[src/rtl/sram_axi_bist_master.sv]
// AXI4 BIST master: fills an SRAM window with P(a) = (a >> 2) ^ seed, reads it back, counts errors.
// Optional feature macro SRAM_AXI_BIST_INVERT_PASS_EN adds a second write/read pass using ~P(a).
module sram_axi_bist_master #(
    parameter int unsigned BW_ADDR    = 32,
    parameter int unsigned BW_DATA    = 32,
    parameter int unsigned BW_AXI_TID = 4,
    parameter int unsigned BASEADDR   = 0,
    parameter int unsigned TEST_BYTES = 131072,
    parameter int unsigned BURST_LEN  = 16
) (
    input  logic                  clk,
    input  logic                  rst,
    input  logic                  start,
    input  logic [BW_DATA-1:0]    seed,
    output logic                  busy,
    output logic                  done,
    output logic                  pass,
    output logic [15:0]           err_count,
    output logic [BW_ADDR-1:0]    first_err_addr,
    output logic [BW_AXI_TID-1:0] sxawid,
    output logic [BW_ADDR-1:0]    sxawaddr,
    output logic [7:0]            sxawlen,
    output logic [2:0]            sxawsize,
    output logic [1:0]            sxawburst,
    output logic                  sxawvalid,
    input  logic                  sxawready,
    output logic [BW_AXI_TID-1:0] sxwid,
    output logic [BW_DATA-1:0]    sxwdata,
    output logic [3:0]            sxwstrb,
    output logic                  sxwlast,
    output logic                  sxwvalid,
    input  logic                  sxwready,
    input  logic [BW_AXI_TID-1:0] sxbid,
    input  logic [1:0]            sxbresp,
    input  logic                  sxbvalid,
    output logic                  sxbready,
    output logic [BW_AXI_TID-1:0] sxarid,
    output logic [BW_ADDR-1:0]    sxaraddr,
    output logic [7:0]            sxarlen,
    output logic [2:0]            sxarsize,
    output logic [1:0]            sxarburst,
    output logic                  sxarvalid,
    input  logic                  sxarready,
    input  logic [BW_AXI_TID-1:0] sxrid,
    input  logic [BW_DATA-1:0]    sxrdata,
    input  logic [1:0]            sxrresp,
    input  logic                  sxrlast,
    input  logic                  sxrvalid,
    output logic                  sxrready
);

    typedef enum logic [2:0] {StIdle, StWa, StWd, StWb, StRa, StRd, StFin} state_e;

    localparam logic [7:0]         Len        = 8'(BURST_LEN - 1);
    localparam logic [3:0]         LastBeat   = 4'(BURST_LEN - 1);
    localparam logic [BW_ADDR-1:0] BaseAddr   = BW_ADDR'(BASEADDR);
    localparam logic [BW_ADDR-1:0] EndAddr    = BW_ADDR'(BASEADDR + TEST_BYTES);
    localparam logic [BW_ADDR-1:0] BurstBytes = BW_ADDR'(4 * BURST_LEN);

    state_e               state_q, state_d;
    logic [BW_ADDR-1:0]   addr_q, addr_d;
    logic [3:0]           beat_q, beat_d;
    logic [BW_DATA-1:0]   seed_q, seed_d;
    logic [15:0]          err_q, err_d;
    logic [BW_ADDR-1:0]   ferr_q, ferr_d;
    logic                 awvalid_q, awvalid_d;
    logic [BW_ADDR-1:0]   awaddr_q, awaddr_d;
    logic [7:0]           awlen_q, awlen_d;
    logic                 arvalid_q, arvalid_d;
    logic [BW_ADDR-1:0]   araddr_q, araddr_d;
    logic [7:0]           arlen_q, arlen_d;
    logic                 wvalid_q, wvalid_d;
    logic [BW_DATA-1:0]   wdata_q, wdata_d;
    logic [3:0]           wstrb_q, wstrb_d;
    logic                 wlast_q, wlast_d;
    logic                 inv;
    logic                 err_hit;
    logic [BW_ADDR-1:0]   err_addr;
    logic [BW_ADDR-1:0]   beat_off;
    logic [BW_ADDR-1:0]   next_burst;
    logic                 window_end;
    logic                 rd_bad;
    logic                 unused_ok;

`ifdef SRAM_AXI_BIST_INVERT_PASS_EN
    logic inv_q, inv_d;
    assign inv = inv_q;
`else
    assign inv = 1'b0;
`endif

    function automatic logic [BW_DATA-1:0] pat(input logic [BW_ADDR-1:0] a,
                                               input logic [BW_DATA-1:0] s, input logic i);
        return BW_DATA'(a >> 2) ^ s ^ {BW_DATA{i}};
    endfunction

    assign beat_off   = BW_ADDR'({beat_q, 2'b00});
    assign next_burst = addr_q + BurstBytes;
    assign window_end = (next_burst == EndAddr);
    // Several faults on one beat collapse into a single error.
    assign rd_bad     = (sxrdata != pat(addr_q + beat_off, seed_q, inv)) || (sxrresp != 2'b00) ||
                        (sxrlast != (beat_q == LastBeat));

    always_comb begin
        state_d   = state_q;
        addr_d    = addr_q;
        beat_d    = beat_q;
        seed_d    = seed_q;
        err_d     = err_q;
        ferr_d    = ferr_q;
        awvalid_d = awvalid_q;
        awaddr_d  = awaddr_q;
        awlen_d   = awlen_q;
        arvalid_d = arvalid_q;
        araddr_d  = araddr_q;
        arlen_d   = arlen_q;
        wvalid_d  = wvalid_q;
        wdata_d   = wdata_q;
        wstrb_d   = wstrb_q;
        wlast_d   = wlast_q;
        err_hit   = 1'b0;
        err_addr  = addr_q;
`ifdef SRAM_AXI_BIST_INVERT_PASS_EN
        inv_d     = inv_q;
`endif
        unique case (state_q)
            StIdle, StFin: begin
                if (start) begin
                    state_d = StWa;
                    addr_d  = BaseAddr;
                    seed_d  = seed;
                    err_d   = 16'd0;
                    ferr_d  = '0;
`ifdef SRAM_AXI_BIST_INVERT_PASS_EN
                    inv_d   = 1'b0;
`endif
                end
            end
            StWa: begin
                if (!awvalid_q) begin
                    awvalid_d = 1'b1;
                    awaddr_d  = addr_q;
                    awlen_d   = Len;
                end else if (sxawready) begin
                    awvalid_d = 1'b0;
                    state_d   = StWd;
                    beat_d    = 4'd0;
                    wvalid_d  = 1'b1;
                    wdata_d   = pat(addr_q, seed_q, inv);
                    wstrb_d   = 4'hF;
                    wlast_d   = (LastBeat == 4'd0);
                end
            end
            StWd: begin
                if (sxwready) begin
                    if (wlast_q) begin
                        wvalid_d = 1'b0;
                        wlast_d  = 1'b0;
                        state_d  = StWb;
                    end else begin
                        beat_d  = beat_q + 4'd1;
                        wdata_d = pat(addr_q + BW_ADDR'({beat_q + 4'd1, 2'b00}), seed_q, inv);
                        wlast_d = ((beat_q + 4'd1) == LastBeat);
                    end
                end
            end
            StWb: begin
                if (sxbvalid) begin
                    err_hit = (sxbresp != 2'b00);
                    if (window_end) begin
                        addr_d  = BaseAddr;
                        state_d = StRa;
                    end else begin
                        addr_d  = next_burst;
                        state_d = StWa;
                    end
                end
            end
            StRa: begin
                if (!arvalid_q) begin
                    arvalid_d = 1'b1;
                    araddr_d  = addr_q;
                    arlen_d   = Len;
                end else if (sxarready) begin
                    arvalid_d = 1'b0;
                    state_d   = StRd;
                    beat_d    = 4'd0;
                end
            end
            StRd: begin
                if (sxrvalid) begin
                    err_hit  = rd_bad;
                    err_addr = addr_q + beat_off;
                    if (beat_q == LastBeat) begin
                        beat_d = 4'd0;
                        addr_d = next_burst;
                        if (window_end) begin
`ifdef SRAM_AXI_BIST_INVERT_PASS_EN
                            if (!inv_q) begin
                                inv_d   = 1'b1;
                                addr_d  = BaseAddr;
                                state_d = StWa;
                            end else begin
                                state_d = StFin;
                            end
`else
                            state_d = StFin;
`endif
                        end else begin
                            state_d = StRa;
                        end
                    end else begin
                        beat_d = beat_q + 4'd1;
                    end
                end
            end
            default: state_d = StIdle;
        endcase

        if (err_hit) begin
            if (err_q != 16'hFFFF) err_d = err_q + 16'd1;
            if (err_q == 16'd0) ferr_d = err_addr;
        end
    end

    always_ff @(posedge clk) begin
        if (rst) begin
            state_q   <= StIdle;
            addr_q    <= '0;
            beat_q    <= 4'd0;
            seed_q    <= '0;
            err_q     <= 16'd0;
            ferr_q    <= '0;
            awvalid_q <= 1'b0;
            awaddr_q  <= '0;
            awlen_q   <= 8'd0;
            arvalid_q <= 1'b0;
            araddr_q  <= '0;
            arlen_q   <= 8'd0;
            wvalid_q  <= 1'b0;
            wdata_q   <= '0;
            wstrb_q   <= 4'h0;
            wlast_q   <= 1'b0;
`ifdef SRAM_AXI_BIST_INVERT_PASS_EN
            inv_q     <= 1'b0;
`endif
        end else begin
            state_q   <= state_d;
            addr_q    <= addr_d;
            beat_q    <= beat_d;
            seed_q    <= seed_d;
            err_q     <= err_d;
            ferr_q    <= ferr_d;
            awvalid_q <= awvalid_d;
            awaddr_q  <= awaddr_d;
            awlen_q   <= awlen_d;
            arvalid_q <= arvalid_d;
            araddr_q  <= araddr_d;
            arlen_q   <= arlen_d;
            wvalid_q  <= wvalid_d;
            wdata_q   <= wdata_d;
            wstrb_q   <= wstrb_d;
            wlast_q   <= wlast_d;
`ifdef SRAM_AXI_BIST_INVERT_PASS_EN
            inv_q     <= inv_d;
`endif
        end
    end

    assign busy           = (state_q != StIdle) && (state_q != StFin);
    assign done           = (state_q == StFin);
    assign pass           = done && (err_q == 16'd0);
    assign err_count      = err_q;
    assign first_err_addr = ferr_q;

    assign sxawid    = '0;
    assign sxawaddr  = awaddr_q;
    assign sxawlen   = awlen_q;
    assign sxawsize  = 3'd2;
    assign sxawburst = 2'd1;
    assign sxawvalid = awvalid_q;
    assign sxwid     = '0;
    assign sxwdata   = wdata_q;
    assign sxwstrb   = wstrb_q;
    assign sxwlast   = wlast_q;
    assign sxwvalid  = wvalid_q;
    assign sxbready  = (state_q == StWb);
    assign sxarid    = '0;
    assign sxaraddr  = araddr_q;
    assign sxarlen   = arlen_q;
    assign sxarsize  = 3'd2;
    assign sxarburst = 2'd1;
    assign sxarvalid = arvalid_q;
    assign sxrready  = (state_q == StRd);

    assign unused_ok = ^{sxbid, sxrid};

endmodule
[config.mk]
export PLATFORM = sky130hd
export DESIGN_NAME = sram_axi_bist_master
export DESIGN_NICKNAME = d
export VERILOG_FILES = /design/src/rtl/sram_axi_bist_master.sv
export SDC_FILE = /design/constraint.sdc
export NUM_CORES = 1
export LEC_CHECK = 0
export ABC_AREA = 1
export CORE_ASPECT_RATIO = 0.75
export CORE_UTILIZATION = 30
export DETAILED_ROUTE_END_ITERATION = 10
export SYNTH_ARGS = -nofsm -noshare
export SYNTH_HDL_FRONTEND = slang
export SYNTH_SLANG_ARGS = --single-unit
[constraint.sdc]
create_clock -name clk -period 2 [get_ports clk]
set_clock_uncertainty 0.1 [all_clocks]
set_input_delay 0.4 -clock clk [delete_from_list [all_inputs] [get_ports clk]]
set_output_delay 0.4 -clock clk [all_outputs]
set_load 0.01 [all_outputs]
# Word level (Yosys, flattened, before mapping)
# Cells that the tools add are included.
[classes]
reduce_logical = 23
bitwise = 5
add_sub_neg = 5
n_eq_ne = 24
n_mux = 60
[op_table]
columns = ["cell", "n"]
rows = [
  ["$mux W32", 15],
  ["$pmux W32 S3", 1],
  ["$xor A30 B32 Y32", 3],
  ["$add A32 B6 Y32", 2],
  ["$mux W16", 4],
  ["$pmux W32 S2", 1],
  ["$mux W3", 11],
  ["$add A32 B7 Y32 const B", 1],
  ["$eq A32 B18 Y1 const B", 1],
  ["$mux W4", 8],
  ["$ne A32 B32 Y1", 1],
  ["$ne A2 B2 Y1 const B", 10],
  ["$pmux W3 S6", 1],
  ["$add A16 B1 Y16 const B", 1],
  ["$logic_not A16 Y1", 1],
  ["$ne A16 B16 Y1 const B", 1],
  ["$pmux W4 S4", 1],
  ["$reduce_and A5 Y1", 3],
  ["$mux W1", 14],
  ["$reduce_and A10 Y1", 1],
  ["$eq A3 B3 Y1 const B", 3],
  ["$eq A4 B4 Y1 const B", 2],
  ["$reduce_and A8 Y1", 1],
  ["$eq A3 B2 Y1 const B", 2],
  ["other kinds (18)", 28],
]
[totals]
input_bits = 85
out_inout_bits = 195
reg_bits = 222
wordCells = 133

# Logic depth before layout (Yosys ltp)
# Gate-level depths: netlist (run 1).
[depth]
word_depth = 8
depth_mapped = 16
mapped_depth_nobuf = 16

# Least setup slack after synthesis (run 1)
# OpenSTA, ideal clock, no wires.
[synth_timing]
path_type = "register to register"
start = "register addr_q[6]"
end = "register addr_q[6]"
path_buffers = 0
period_less_slack_ns = 2.087
arrival_ns = 1.855
required_time_ns = 1.768
path_stages_with_launch = 13
path_slack_ns = -0.087
setup_ns = 0.132
path_cell_list = "dfxtp_1 ha_1 nand3_1 nor2_1 nand2_1 xor2_1 nand2_1 nor2_1 nand2_1 nor2_1 nand3_1 nand3_1 a21oi_1"
[synth_between]
elab_chain_len = 5
elab_cells_between_ends = 7
cone_classes = "1 x add/sub; 1 x eq/ne; 5 x mux"
[synth_rtl]
columns = ["item", "line_no", "source"]
rows = [
  ["from (decl)", "61", "logic [BW_ADDR-1:0] addr_q, addr_d;"],
  ["from (signal assigned)", "249", "addr_q <= addr_d;"],
  ["$add A32 B7 Y32 *", "98", "assign next_burst = addr_q + BurstBytes;"],
  ["$eq A32 B18 Y1", "99", "assign window_end = (next_burst == EndAddr);"],
  ["$mux W32", "170", "if (window_end) begin"],
  ["$mux W32", "168", "if (sxbvalid) begin"],
  ["$pmux W32 S3 *", "126", "unique case (state_q)"],
]
# Mark *: on every way between the ends. The rest lies on a longest branch, timed or not. The select of a mux whose other input is x is not followed.
# A chain may end at the register's enable or synchronous reset.

# Worst setup path in the final report (run 1)
[layout_timing]
start = "register seed_q[27]"
end = "register err_q[15], in the netlist err_count[15]"
[layout_between]
elab_chain_len = 7
[layout_rtl]
columns = ["item", "line_no", "source"]
rows = [
  ["from (decl)", "63", "logic [BW_DATA-1:0] seed_q, seed_d;"],
  ["from (signal assigned)", "231", "seed_q <= '0;"],
  ["from (signal assigned)", "251", "seed_q <= seed_d;"],
  ["$xor A30 B32 Y32", "94", "return BW_DATA'(a >> 2) ^ s ^ {BW_DATA{i}};"],
  ["$ne A32 B32 Y1", "101", "assign rd_bad = (sxrdata != pat(addr_q + beat_off, seed_q, inv)) || (sxrresp != 2'b00) ||"],
  ["$logic_or A1 B1 Y1 (2 in series)", "101", ""],
  ["$mux W1", "191", "if (sxrvalid) begin"],
  ["$pmux W1 S2", "126", ""],
  ["$mux W16", "220", "if (err_hit) begin"],
  ["to (signal assigned)", "252", "err_q <= err_d;"],
  ["to (decl)", "64", "logic [15:0] err_q, err_d;"],
]
# Every way passes these cells.

==> qor.log, run 1 <==
INFO  cts            tritoncts=done
INFO  sta            hold_viol=0
INFO  power_and_ir_drop ir_drop=0.710mV
INFO  routing        total_number_of_vias=12.4k
INFO  yosys          synth-seq-cells=204
INFO  global_routing groute.usage.overall=22.2%
INFO  placed_design  gp_congestion=0.904
INFO  sta            final.setup.tns=-18470ps
INFO  routing        via_per_instance_ratio=4.83
INFO  layout         antennaDiodeCount=0
INFO  routing        drt_first_iter_violations=743
INFO  floorplan      die_h=167um
INFO  floorplan      placement_rows=60
INFO  global_routing grt_antenna_before_repair=0
INFO  layout         number_of_nets_in_the_final_layout=2168
INFO  sta            time_the_worst_path_needs_with_i_o_delays_and_setup=2330ps
INFO  cts            numCtsBuffers=24
INFO  cts            holdBufCountCts=0
INFO  cts            ctsLongestPathBuffers=3
INFO  global_routing maximum_number_of_pins_on_one_net_before_global_route_repair=71
INFO  yosys          seq_area_frac_synth=37.5%
INFO  floorplan      initial_utilization=30.4%
INFO  sta            setup_violations=79
INFO  placed_design  area_of_placed_instances=0.0150mm2
INFO  floorplan      fp.dieArea=0.0371mm2
INFO  cts            clock_sink_count=204
INFO  cts            reg_clk_slew_reported_paths=70ps
INFO  worst_setup_path worstPathMaxFanout=6
INFO  status         outcome=finished with violations
INFO  layout         post_route_cells_drive_above_1_share=32.6%
INFO  routing        postRouteAntennaNets=0
INFO  cts            maximum_level_of_the_cts_h_tree=1
INFO  floorplan      io_pins=280
INFO  yosys          yosys_warnings=0
INFO  layout         n_fill_cell=3373
INFO  layout         stdcell_count=2558
INFO  min_path       hold_class=input port to flop
INFO  routing        wl_per_cell=17.5um
INFO  flow_run       max-cap-violations=0
INFO  cts            clock-root-buffer=clkbuf_16
INFO  routing        detail_route.drc_violations=0
INFO  placed_design  dpl.hpwl=29100um
INFO  routing        firstDrtPassIters=5
INFO  layout         final_area=0.0184mm2
INFO  floorplan      die_w=222um
INFO  yosys          postSynthAreaPerCell=6.75um2
INFO  sta            fin_crit_sh=117%
INFO  routing        routed_wl=44900um
INFO  layout         area_growth_syn_to_layout=69.2%
INFO  sta            clock.fmax=429MHz
INFO  global_routing grt_overflow=0
INFO  yosys          async_flop_share=0%
INFO  placed_design  dpl_worst_slack=-689ps
INFO  power_and_ir_drop power_per_cell_area=1180mW/mm2
INFO  yosys          cells_after_synthesis=1614
INFO  placed_design  placed_cells_incl_taps=2438
INFO  yosys          ys_types=43
INFO  status         violations=negative setup slack
INFO  yosys          syn-cell-area=0.0109mm2
INFO  power_and_ir_drop leakage_component_of_the_power=8.57nW
INFO  cts            worstSkewPairLatency=550ps
INFO  worst_setup_path worstSetupPathType=flop to flop
INFO  sta            relSlewSlack=14.9%
INFO  sta            slew_viol_final=0
INFO  worst_setup_path worst_setup_path_start_kind=flop
INFO  sta            worst-slew-pin-transition=1270ps
INFO  global_routing grt_first_pass_wirelength=65500um
INFO  global_routing via_count_of_the_first_global_routing_pass=11.6k
INFO  floorplan      fp.coreArea=0.0358mm2
INFO  placed_design  portBuffers=229
INFO  worst_setup_path worstPathArrival=2630ps
INFO  power_and_ir_drop p_total=21.7mW
INFO  worst_setup_path worstPathRequired=2300ps
INFO  sta            post-route-worst-setup-slack=-331ps
INFO  yosys          synth_ff_type=dfxtp_1
INFO  worst_setup_path worstSetupEndpointType=flop
INFO  sta            grt_setup_unrepaired=yes
INFO  yosys          synth-edff-count=0
[registers in the layout, summed over array words and instances, names as in the netlist]
register        cells
sxwvalid            1
sxwlast             1
beat_q              4
seed_q             32
sxawaddr           26
sxaraddr           26
sxawvalid           1
addr_q             26
first_err_addr     32
sxawlen             1
sxarlen             1
err_count          16
state_q             3
sxarvalid           1
sxwstrb             1
sxwdata            32
[critical path: stages (launching register included)]
cell     delay, ps
dfxtp_1        330
xnor2_1        230
xor2_1         220
nand2_1        100
nor2_1         140
nand2_1        140
nor2_1         140
nand2_2        100
nand2_4         80
buf_12         130
nand2_8        100
buf_16         250
nand2_4         70
a21oi_2         50
[cells in the mapped netlist, types with 2 or more instances]
master    number  area [um2]
nand2_1      297        1110
nor2_1       228         856
dfxtp_1      204        4080
o21ai_0      169         846
a21oi_1      163         816
inv_1        142         533
nand3_1      100         500
buf_4         54         405
clkbuf_1      46         173
xor2_1        41         359
xnor2_1       35         307
buf_2         26         130
a211oi_1      12        90.1
nor3_1        12        60.1
nor2_2        10        62.6
nand4_1        9        56.3
ha_1           7        87.6
inv_2          7        26.3
o211ai_1       7        52.6
a31oi_1        4        25.0
buf_6          4        45.0
nand2_2        4        25.0
nor4_1         3        18.8
o21a_1         3        22.5
o221ai_1       3        26.3
buf_1          2        7.51
clkinv_1       2        7.51
conb_1         2        7.51
nand3_2        2        20.0
nor2_4         2        22.5
or2_2          2        12.5
[final timing paths]
| check | start | to | slack, ps | depth (start not counted) |
|---|---|---|---|---|
| max | seed_q[27] | err_count[15] | -330 | 13 |
| max reg2reg | seed_q[27] | err_count[15] | -330 | 13 |
| min reg2reg | first_err_addr[1] | first_err_addr[1] | 350 | 2 |
| min | rst | err_count[2] | 320 | 3 |
[final cells by class]
cell class                      count  area [um2]  area share [%]
Inverter                          151         588            3.19
Tap cell                          465         582            3.15
Sequential cell                   204        4160            22.5
Multi-Input combinational cell   1169        7140            38.7
Clock buffer                       33         676            3.66
Timing Repair Buffer              526        5140            27.9
Clock inverter                     10         155           0.841
[per-layer routing]
metal	track usage, %	vias to the layer above	part of all wire, %
met2	35.2	393	45
met4	3.77	0	1.5
met3	5.26	55	7.2
li1	-	6074	-
met1	30.9	5831	47
met5	0	-	0
[power by group]
group          internal [mW]  switching [mW]  leakage (nW)
clock network           2.87            1.91         0.402
logic                   5.29            5.78          6.49
registers               5.04           0.812          1.68
[cells in the final DEF (no fill, tap or decap), drive strengths merged, types with 8 or more instances in the layout]
| cell | n |
|---|---|
| nand2 | 302 |
| buf | 297 |
| nor2 | 240 |
| dfxtp | 204 |
| o21ai | 170 |
| clkdlybuf4s50 | 168 |
| a21oi | 163 |
| inv | 147 |
| nand3 | 102 |
| conb | 43 |
| xor2 | 41 |
| clkbuf | 39 |
| xnor2 | 36 |
| dlygate4sd2 | 33 |
| dlymetal6s2s | 22 |
| nor3 | 13 |
| a211oi | 12 |
| nand4 | 10 |
| clkinv | 8 |
[logic make-up after synthesis]
group,count (synthesis),share of synthesized area [%]
other cells,2,0.0689
xor+xnor,77,6.26
simple gates,676,25.7
compound gates,365,17.5
fa+ha+maj,7,0.803
buf+inv,283,12.2
flops,204,37.5
[through the flow]
step	hold WS, ps	util (%)
after floorplan	367	-
after global placement	334	41.9
after detailed placement	348	41.9
after CTS	287	47.3
after global routing	318	51.5
final	319	51.5
[what timing repair did]
item | CTS | global route
pin swaps | 46 | 87
setup endpoints to repair | 105 | 173
buffers inserted | 31 | 35
gates cloned | 9 | 9
resized for setup | 259 | 312
Note: power is estimated with default switching activity, not from simulation.
==> run 2, diff against run 1 <==
--- a/config.mk
+++ b/config.mk
@@ -5,7 +5,6 @@
 export SDC_FILE = /design/constraint.sdc
 export NUM_CORES = 1
 export LEC_CHECK = 0
-export ABC_AREA = 1
 export CORE_ASPECT_RATIO = 0.75
 export CORE_UTILIZATION = 30
 export DETAILED_ROUTE_END_ITERATION = 10
==> qor.log, run 2 <==
INFO  floorplan      placement_rows=58
INFO  floorplan      initial_utilization=30.6%
INFO  routing        detail_route.drc_violations=0
INFO  yosys          async_flop_share=0%
INFO  sta            hold_viol=0
INFO  cts            clock-root-buffer=clkbuf_16
INFO  cts            worstSkewPairLatency=550ps
INFO  yosys          yosysTopAreaCell=dfxtp_1
INFO  yosys          yosys_warnings=0
INFO  cts            tritoncts=done
INFO  routing        routed_wl=43100um
INFO  floorplan      die_w=216um
INFO  yosys          synth-edff-count=0
INFO  placed_design  dpl.hpwl=29500um
INFO  yosys          compound_gate_fraction_of_synth_area=12.9%
INFO  worst_setup_path worst_r2r_path_depth=11
INFO  global_routing grt_first_pass_wirelength=63500um
INFO  yosys          postSynthAreaPerCell=8.01um2
INFO  yosys          yosys.area_share.adder=0.849%
INFO  cts            reg_clk_slew_reported_paths=60ps
INFO  power_and_ir_drop leakage_component_of_the_power=7.36nW
INFO  min_path       min_delay_worst_endpoint=seed_q[1]
INFO  placed_design  area_of_placed_instances=0.0149mm2
INFO  yosys          seq_area_frac_synth=39.6%
INFO  worst_setup_path timing.critical_path.buf_inv=2
INFO  floorplan      die_h=163um
INFO  yosys          yosys.cell_count.top_type=nand2_1
INFO  yosys          ys_types=63
INFO  floorplan      io_pins=280
INFO  worst_setup_path worstPathArrival=3010ps
INFO  worst_setup_path r2r_setup_slack=-700ps
INFO  cts            clock_sink_count=204
INFO  min_path       hold_class=input port to flop
INFO  status         violations=negative setup slack
INFO  global_routing maximum_number_of_pins_on_one_net_before_global_route_repair=96
INFO  layout         final_area=0.0176mm2
INFO  worst_setup_path critical-path-slowest-cell=or4_4
INFO  routing        firstDrtPassIters=5
INFO  floorplan      fp.dieArea=0.0351mm2
INFO  worst_setup_path rr_endpoint=addr_q[21]
INFO  sta            slew_viol_final=0
INFO  layout         post_route_cells_drive_above_1_share=35.3%
INFO  sta            grt_setup_unrepaired=yes
INFO  sta            final.setup.tns=-48020ps
INFO  yosys          main_combinational_cell_family_by_area_after_synthesis=simple AND/OR/NAND/NOR gates
INFO  global_routing grt_antenna_before_repair=1
INFO  yosys          post_synth_main_area_contributors=dfxtp_1 (40%), nand2_1 (10%), a21oi_1 (7.2%)
INFO  routing        postRouteAntennaNets=0
INFO  yosys          post_synthesis_mux_area_share=1.03%
INFO  sta            fin_crit_sh=135%
INFO  floorplan      fp.coreArea=0.0337mm2
INFO  cts            numCtsBuffers=23
INFO  yosys          cells_after_synthesis=1288
INFO  global_routing groute.usage.overall=23.4%
INFO  global_routing via_count_of_the_first_global_routing_pass=10.7k
INFO  worst_setup_path cp_cell_sequence=ha_4 > buf_4 > or4_4 > o41ai_2 > a21oi_2 > or2_4 > nor4bb_4 > a21oi_2 > o31ai_2 > buf_6 > nor2_1
INFO  min_path       min_delay_path_depth=3
INFO  worst_setup_path worstSetupPathType=flop to flop
INFO  yosys          synth.top_cells.by_count=nand2_1 (277), dfxtp_1 (204), a21oi_1 (149)
INFO  cts            ctsLongestPathBuffers=3
INFO  sta            worst-slew-pin-transition=655ps
INFO  power_and_ir_drop p_total=13.8mW
INFO  status         outcome=finished with violations
INFO  layout         finalCoreUtilization=52.3%
INFO  layout         final_common_cell=nand2_1
INFO  yosys          synth_xor_area_share=12.6%
INFO  sta            clock.fmax=371MHz
INFO  worst_setup_path cpPeakStageDelay=420ps
INFO  power_and_ir_drop ir_drop=0.537mV
INFO  worst_setup_path worst_setup_path_start_kind=flop
INFO  sta            time_the_worst_path_needs_with_i_o_delays_and_setup=2700ps
INFO  yosys          fraction_of_the_mapped_netlist_area_in_simple_logic_gates=24.7%
INFO  routing        drt_first_iter_violations=898
INFO  routing        via_per_instance_ratio=5.01
INFO  min_path       worst_min_delay_path_startpoint=seed[1]
INFO  worst_setup_path kind_of_cell_with_the_highest_combined_delay_on_the_critical_path=simple AND/OR/NAND/NOR gates
INFO  placed_design  portBuffers=229
INFO  layout         area_growth_syn_to_layout=70.8%
INFO  sta            post-route-worst-setup-slack=-698ps
INFO  routing        wl_per_cell=19.5um
INFO  layout         mostFrequentLayoutCells=nand2_1 (254), buf_4 (227), clkdlybuf4s50_1 (174)
INFO  worst_setup_path worstPathRequired=2320ps
INFO  sta            relSlewSlack=55.9%
INFO  yosys          synth-seq-cells=204
INFO  worst_setup_path worst_r2r_startpoint=addr_q[6]
INFO  sta            hold-worst-slack=310ps
INFO  cts            maximum_level_of_the_cts_h_tree=1
INFO  layout         number_of_nets_in_the_final_layout=1841
INFO  routing        total_number_of_vias=11.1k
INFO  yosys          syn-cell-area=0.0103mm2
INFO  flow_run       max-cap-violations=0
INFO  power_and_ir_drop power_per_cell_area=783mW/mm2
INFO  worst_setup_path worstPathMaxFanout=14
INFO  yosys          synth_ff_type=dfxtp_1
INFO  global_routing grt_overflow=0
INFO  sta            setup_violations=119
INFO  worst_setup_path worstSetupEndpointType=flop
INFO  yosys          post-synth-top-area-fraction=39.6%
INFO  worst_setup_path critical_path.most_common_cell=a21oi_2
INFO  placed_design  gp_congestion=0.942
run 2: cell families after synthesis:
family,Yosys count
AOI/OAI and AO/OA,231
xor gates and xnor gates,107
adders and majority gates,7
buffers and inverters,167
DFF,204
muxes,9
other,2
and+or+nand+nor,561
run 2: routing by layer:
metal	global-route usage, %	part of all wire, %
met1	33.3	46
met2	35.8	44
met3	5.19	7.9
met4	5.54	2.3
met5	0	0
run 2: worst max-delay path by stage:
stage                        end  cells after the start  slack [ps]        start
global route          addr_q[30]                     10        -790   addr_q[13]
CTS                   addr_q[21]                     11        -690    addr_q[7]
global placement    err_count[9]                     10       -1050  sxrdata[30]
detailed placement  err_count[1]                     10       -1100  sxrdata[30]
finish                addr_q[21]                     11        -700    addr_q[6]
floorplan             state_q[2]                      8        -460    beat_q[1]
run 2: per-stage QoR:
step	std cells	setup WS, ps
floorplan	1329	-458
global placement	2106	-1050
detailed placement	2106	-1100
CTS	2205	-689
global route	2214	-788
finish	2216	-698
run 2: where the power goes:
group          total [mW]  internal, mW  switching, mW
combinational        5.24          2.63           2.61
clock                4.08          2.27           1.81
sequential           4.47          4.30          0.168
total                13.8          9.21           4.59
run 2: timing repair:
action                                  CTS  global route
resized for setup                       294           126
endpoints found under the setup margin  158           163
setup buffers                            49            18
hold buffers                              1             0
gates cloned                             11             2
pin swaps                                80            67
hold endpoints to repair                  1             0
run 2: worst min-delay path, cell delays in order:
cell and delay (ps):
clkdlybuf4s50_1 400, nand2_1 60, a21oi_1 50
run 2: area by class of cell:
cell class	count	area [um2]
Fill cell	3086	16100
Clock inverter	9	60.1
Clock buffer	31	646
Inverter	21	86.3
Multi-Input combinational cell	959	6760
Antenna cell	2	5.00
Timing Repair Buffer	540	5330
Tap cell	450	563
Sequential cell	204	4170
==> run 3, diff against run 2 <==
--- a/config.mk
+++ b/config.mk
@@ -5,7 +5,10 @@
 export SDC_FILE = /design/constraint.sdc
 export NUM_CORES = 1
 export LEC_CHECK = 0
+export ABC_AREA = 1
+export CAP_MARGIN = 20
 export CORE_ASPECT_RATIO = 0.75
+export CORE_MARGIN = 5
 export CORE_UTILIZATION = 30
 export DETAILED_ROUTE_END_ITERATION = 10
 export SYNTH_ARGS = -nofsm -noshare
==> qor.log, run 3 (synthesized netlist as in run 1, its figures left out) <==
INFO  min_path       hold_class=input port to flop
INFO  layout         post_route_cells_drive_above_1_share=26.9%
INFO  power_and_ir_drop ir_drop=0.743mV
INFO  routing        wl_per_cell=17.3um
INFO  routing        total_number_of_vias=12.2k
INFO  cts            ctsLongestPathBuffers=3
INFO  routing        detail_route.drc_violations=0
INFO  worst_setup_path worstSetupEndpointType=output pin
INFO  routing        firstDrtPassIters=5
INFO  worst_setup_path rr_endpoint=err_count[4]
INFO  worst_setup_path worst_r2r_startpoint=addr_q[31]
INFO  floorplan      fp.dieArea=0.0403mm2
INFO  sta            worst-slew-pin-transition=533ps
INFO  worst_setup_path cp_cell_sequence=inv_1 > nand4_1 > nor3_2 > and2_4 > inv_2 > nor2_1 > buf_2
INFO  worst_setup_path worst_r2r_path_depth=12
INFO  min_path       min_delay_path_depth=3
INFO  layout         finalCoreUtilization=48.7%
INFO  worst_setup_path r2r_setup_slack=-240ps
INFO  cts            maximum_level_of_the_cts_h_tree=1
INFO  layout         final_common_cell=nand2_1
INFO  sta            slew_viol_final=0
INFO  global_routing via_count_of_the_first_global_routing_pass=11.5k
INFO  routing        drt_first_iter_violations=920
INFO  floorplan      die_w=230um
INFO  cts            worstSkewPairLatency=520ps
INFO  sta            time_the_worst_path_needs_with_i_o_delays_and_setup=2260ps
INFO  floorplan      initial_utilization=30.4%
INFO  placed_design  gp_congestion=0.908
INFO  sta            setup_violations=82
INFO  power_and_ir_drop power_per_cell_area=1200mW/mm2
INFO  sta            post-route-worst-setup-slack=-260ps
INFO  worst_setup_path critical-path-slowest-cell=dfxtp_1
INFO  routing        via_per_instance_ratio=4.82
INFO  routing        postRouteAntennaNets=0
INFO  sta            clock.fmax=443MHz
INFO  sta            grt_setup_unrepaired=yes
INFO  floorplan      placement_rows=60
INFO  layout         mostFrequentLayoutCells=nand2_1 (241), buf_4 (239), nor2_1 (195)
INFO  sta            fin_crit_sh=113%
INFO  cts            clock_sink_count=204
INFO  global_routing groute.usage.overall=19.5%
INFO  worst_setup_path worst_setup_path_start_kind=flop
INFO  sta            relSlewSlack=64.5%
INFO  floorplan      die_h=175um
INFO  cts            tritoncts=done
INFO  layout         area_growth_syn_to_layout=60.2%
INFO  power_and_ir_drop leakage_component_of_the_power=7.50nW
INFO  routing        routed_wl=44000um
INFO  layout         n_fill_cell=3518
INFO  status         violations=negative setup slack
INFO  global_routing grt_overflow=0
INFO  min_path       min_delay_worst_endpoint=first_err_addr[28]
INFO  worst_setup_path worstSetupPathType=flop to output pin
INFO  layout         seqCellArea=0.00414mm2
INFO  global_routing grt_first_pass_wirelength=64000um
INFO  global_routing grt_antenna_before_repair=0
INFO  placed_design  dpl_worst_slack=-814ps
INFO  cts            numCtsBuffers=23
INFO  layout         multiInputGateArea=0.00649mm2
INFO  global_routing maximum_number_of_pins_on_one_net_before_global_route_repair=71
INFO  placed_design  portBuffers=229
INFO  worst_setup_path cpPeakStageDelay=310ps
INFO  floorplan      fp.coreArea=0.0359mm2
INFO  cts            reg_clk_slew_reported_paths=60ps
INFO  worst_setup_path worstPathRequired=1500ps
INFO  layout         number_of_nets_in_the_final_layout=2152
INFO  worst_setup_path worstPathMaxFanout=2
INFO  placed_design  dpl.hpwl=30200um
INFO  cts            clock-root-buffer=clkbuf_16
INFO  sta            final.setup.tns=-13230ps
INFO  status         outcome=finished with violations
INFO  floorplan      io_pins=280
INFO  sta            hold-worst-slack=315ps
INFO  sta            hold_viol=0
INFO  layout         antennaDiodeCount=0
INFO  min_path       worst_min_delay_path_startpoint=rst
INFO  worst_setup_path worstPathArrival=1760ps
INFO  flow_run       max-cap-violations=0
run 3: cell types whose count changed in the layout (fill, tap and decap cells not counted), sizes merged, moves of 25 or more:
cell / previous run / this run
and3: 26 / 0
nand3: 55 / 102
buf: 314 / 278
inv: 22 / 147
nand2: 277 / 302
nor2: 92 / 240
o21ai: 26 / 170
xnor3: 26 / 0
run 3: area by class of cell:
cell class | count | share of cell area [%]
flip-flops and latches | 204 | 23.7
multi-input cells | 1169 | 37.2
clock inverters | 8 | 0.838
inverters | 151 | 3.33
clock buffers | 31 | 3.76
repair buffers | 511 | 27.8
well taps | 465 | 3.33
run 3: timing repair:
item	CTS	global route
hold buffers	0	0
resized for setup	191	158
pin swaps	35	49
gates cloned	2	13
setup buffers	17	21
setup endpoints to repair	89	159
run 3: worst max-delay path: cells and delay by family (launching register included):
kind / cells / cell delay, ps
flops: 1 / 310
buf+inv: 3 / 250
simple gates: 4 / 690
run 3: how the worst max path moves through the flow:
stage                            start                  to  slack, ps
final                     err_count[9]                pass       -260
after global placement         sxrlast       err_count[14]       -790
after CTS                 err_count[1]                pass       -260
after floorplan              beat_q[0]       err_count[13]         20
after global routing        addr_q[31]   first_err_addr[6]       -320
after detailed placement       sxrlast  first_err_addr[18]       -810
run 3: per-layer routing:
metal	vias up	track usage, %	wire [um]
li1	6024	-	-
met5	-	0	0
met4	0	4.08	781
met1	5792	27.5	20400
met2	376	31.1	20000
met3	49	3.85	2810
run 3: power by group:
part / switching (mW) / total, mW / internal [mW]
registers: 0.777 / 5.79 / 5.01
logic: 5.46 / 10.5 / 5.07
clock network: 1.80 / 4.60 / 2.80
total: 8.04 / 20.9 / 12.9
run 3: through the flow:
stage	cell area [um2]	instances	power [mW]
2_1_floorplan	11100	1655	9.90
3_3_place_gp	15100	2450	14.3
3_5_place_dp	15100	2450	14.3
4_1_cts	16500	2507	19.4
5_1_grt	17500	2539	22.1
6_report	17500	2539	20.9
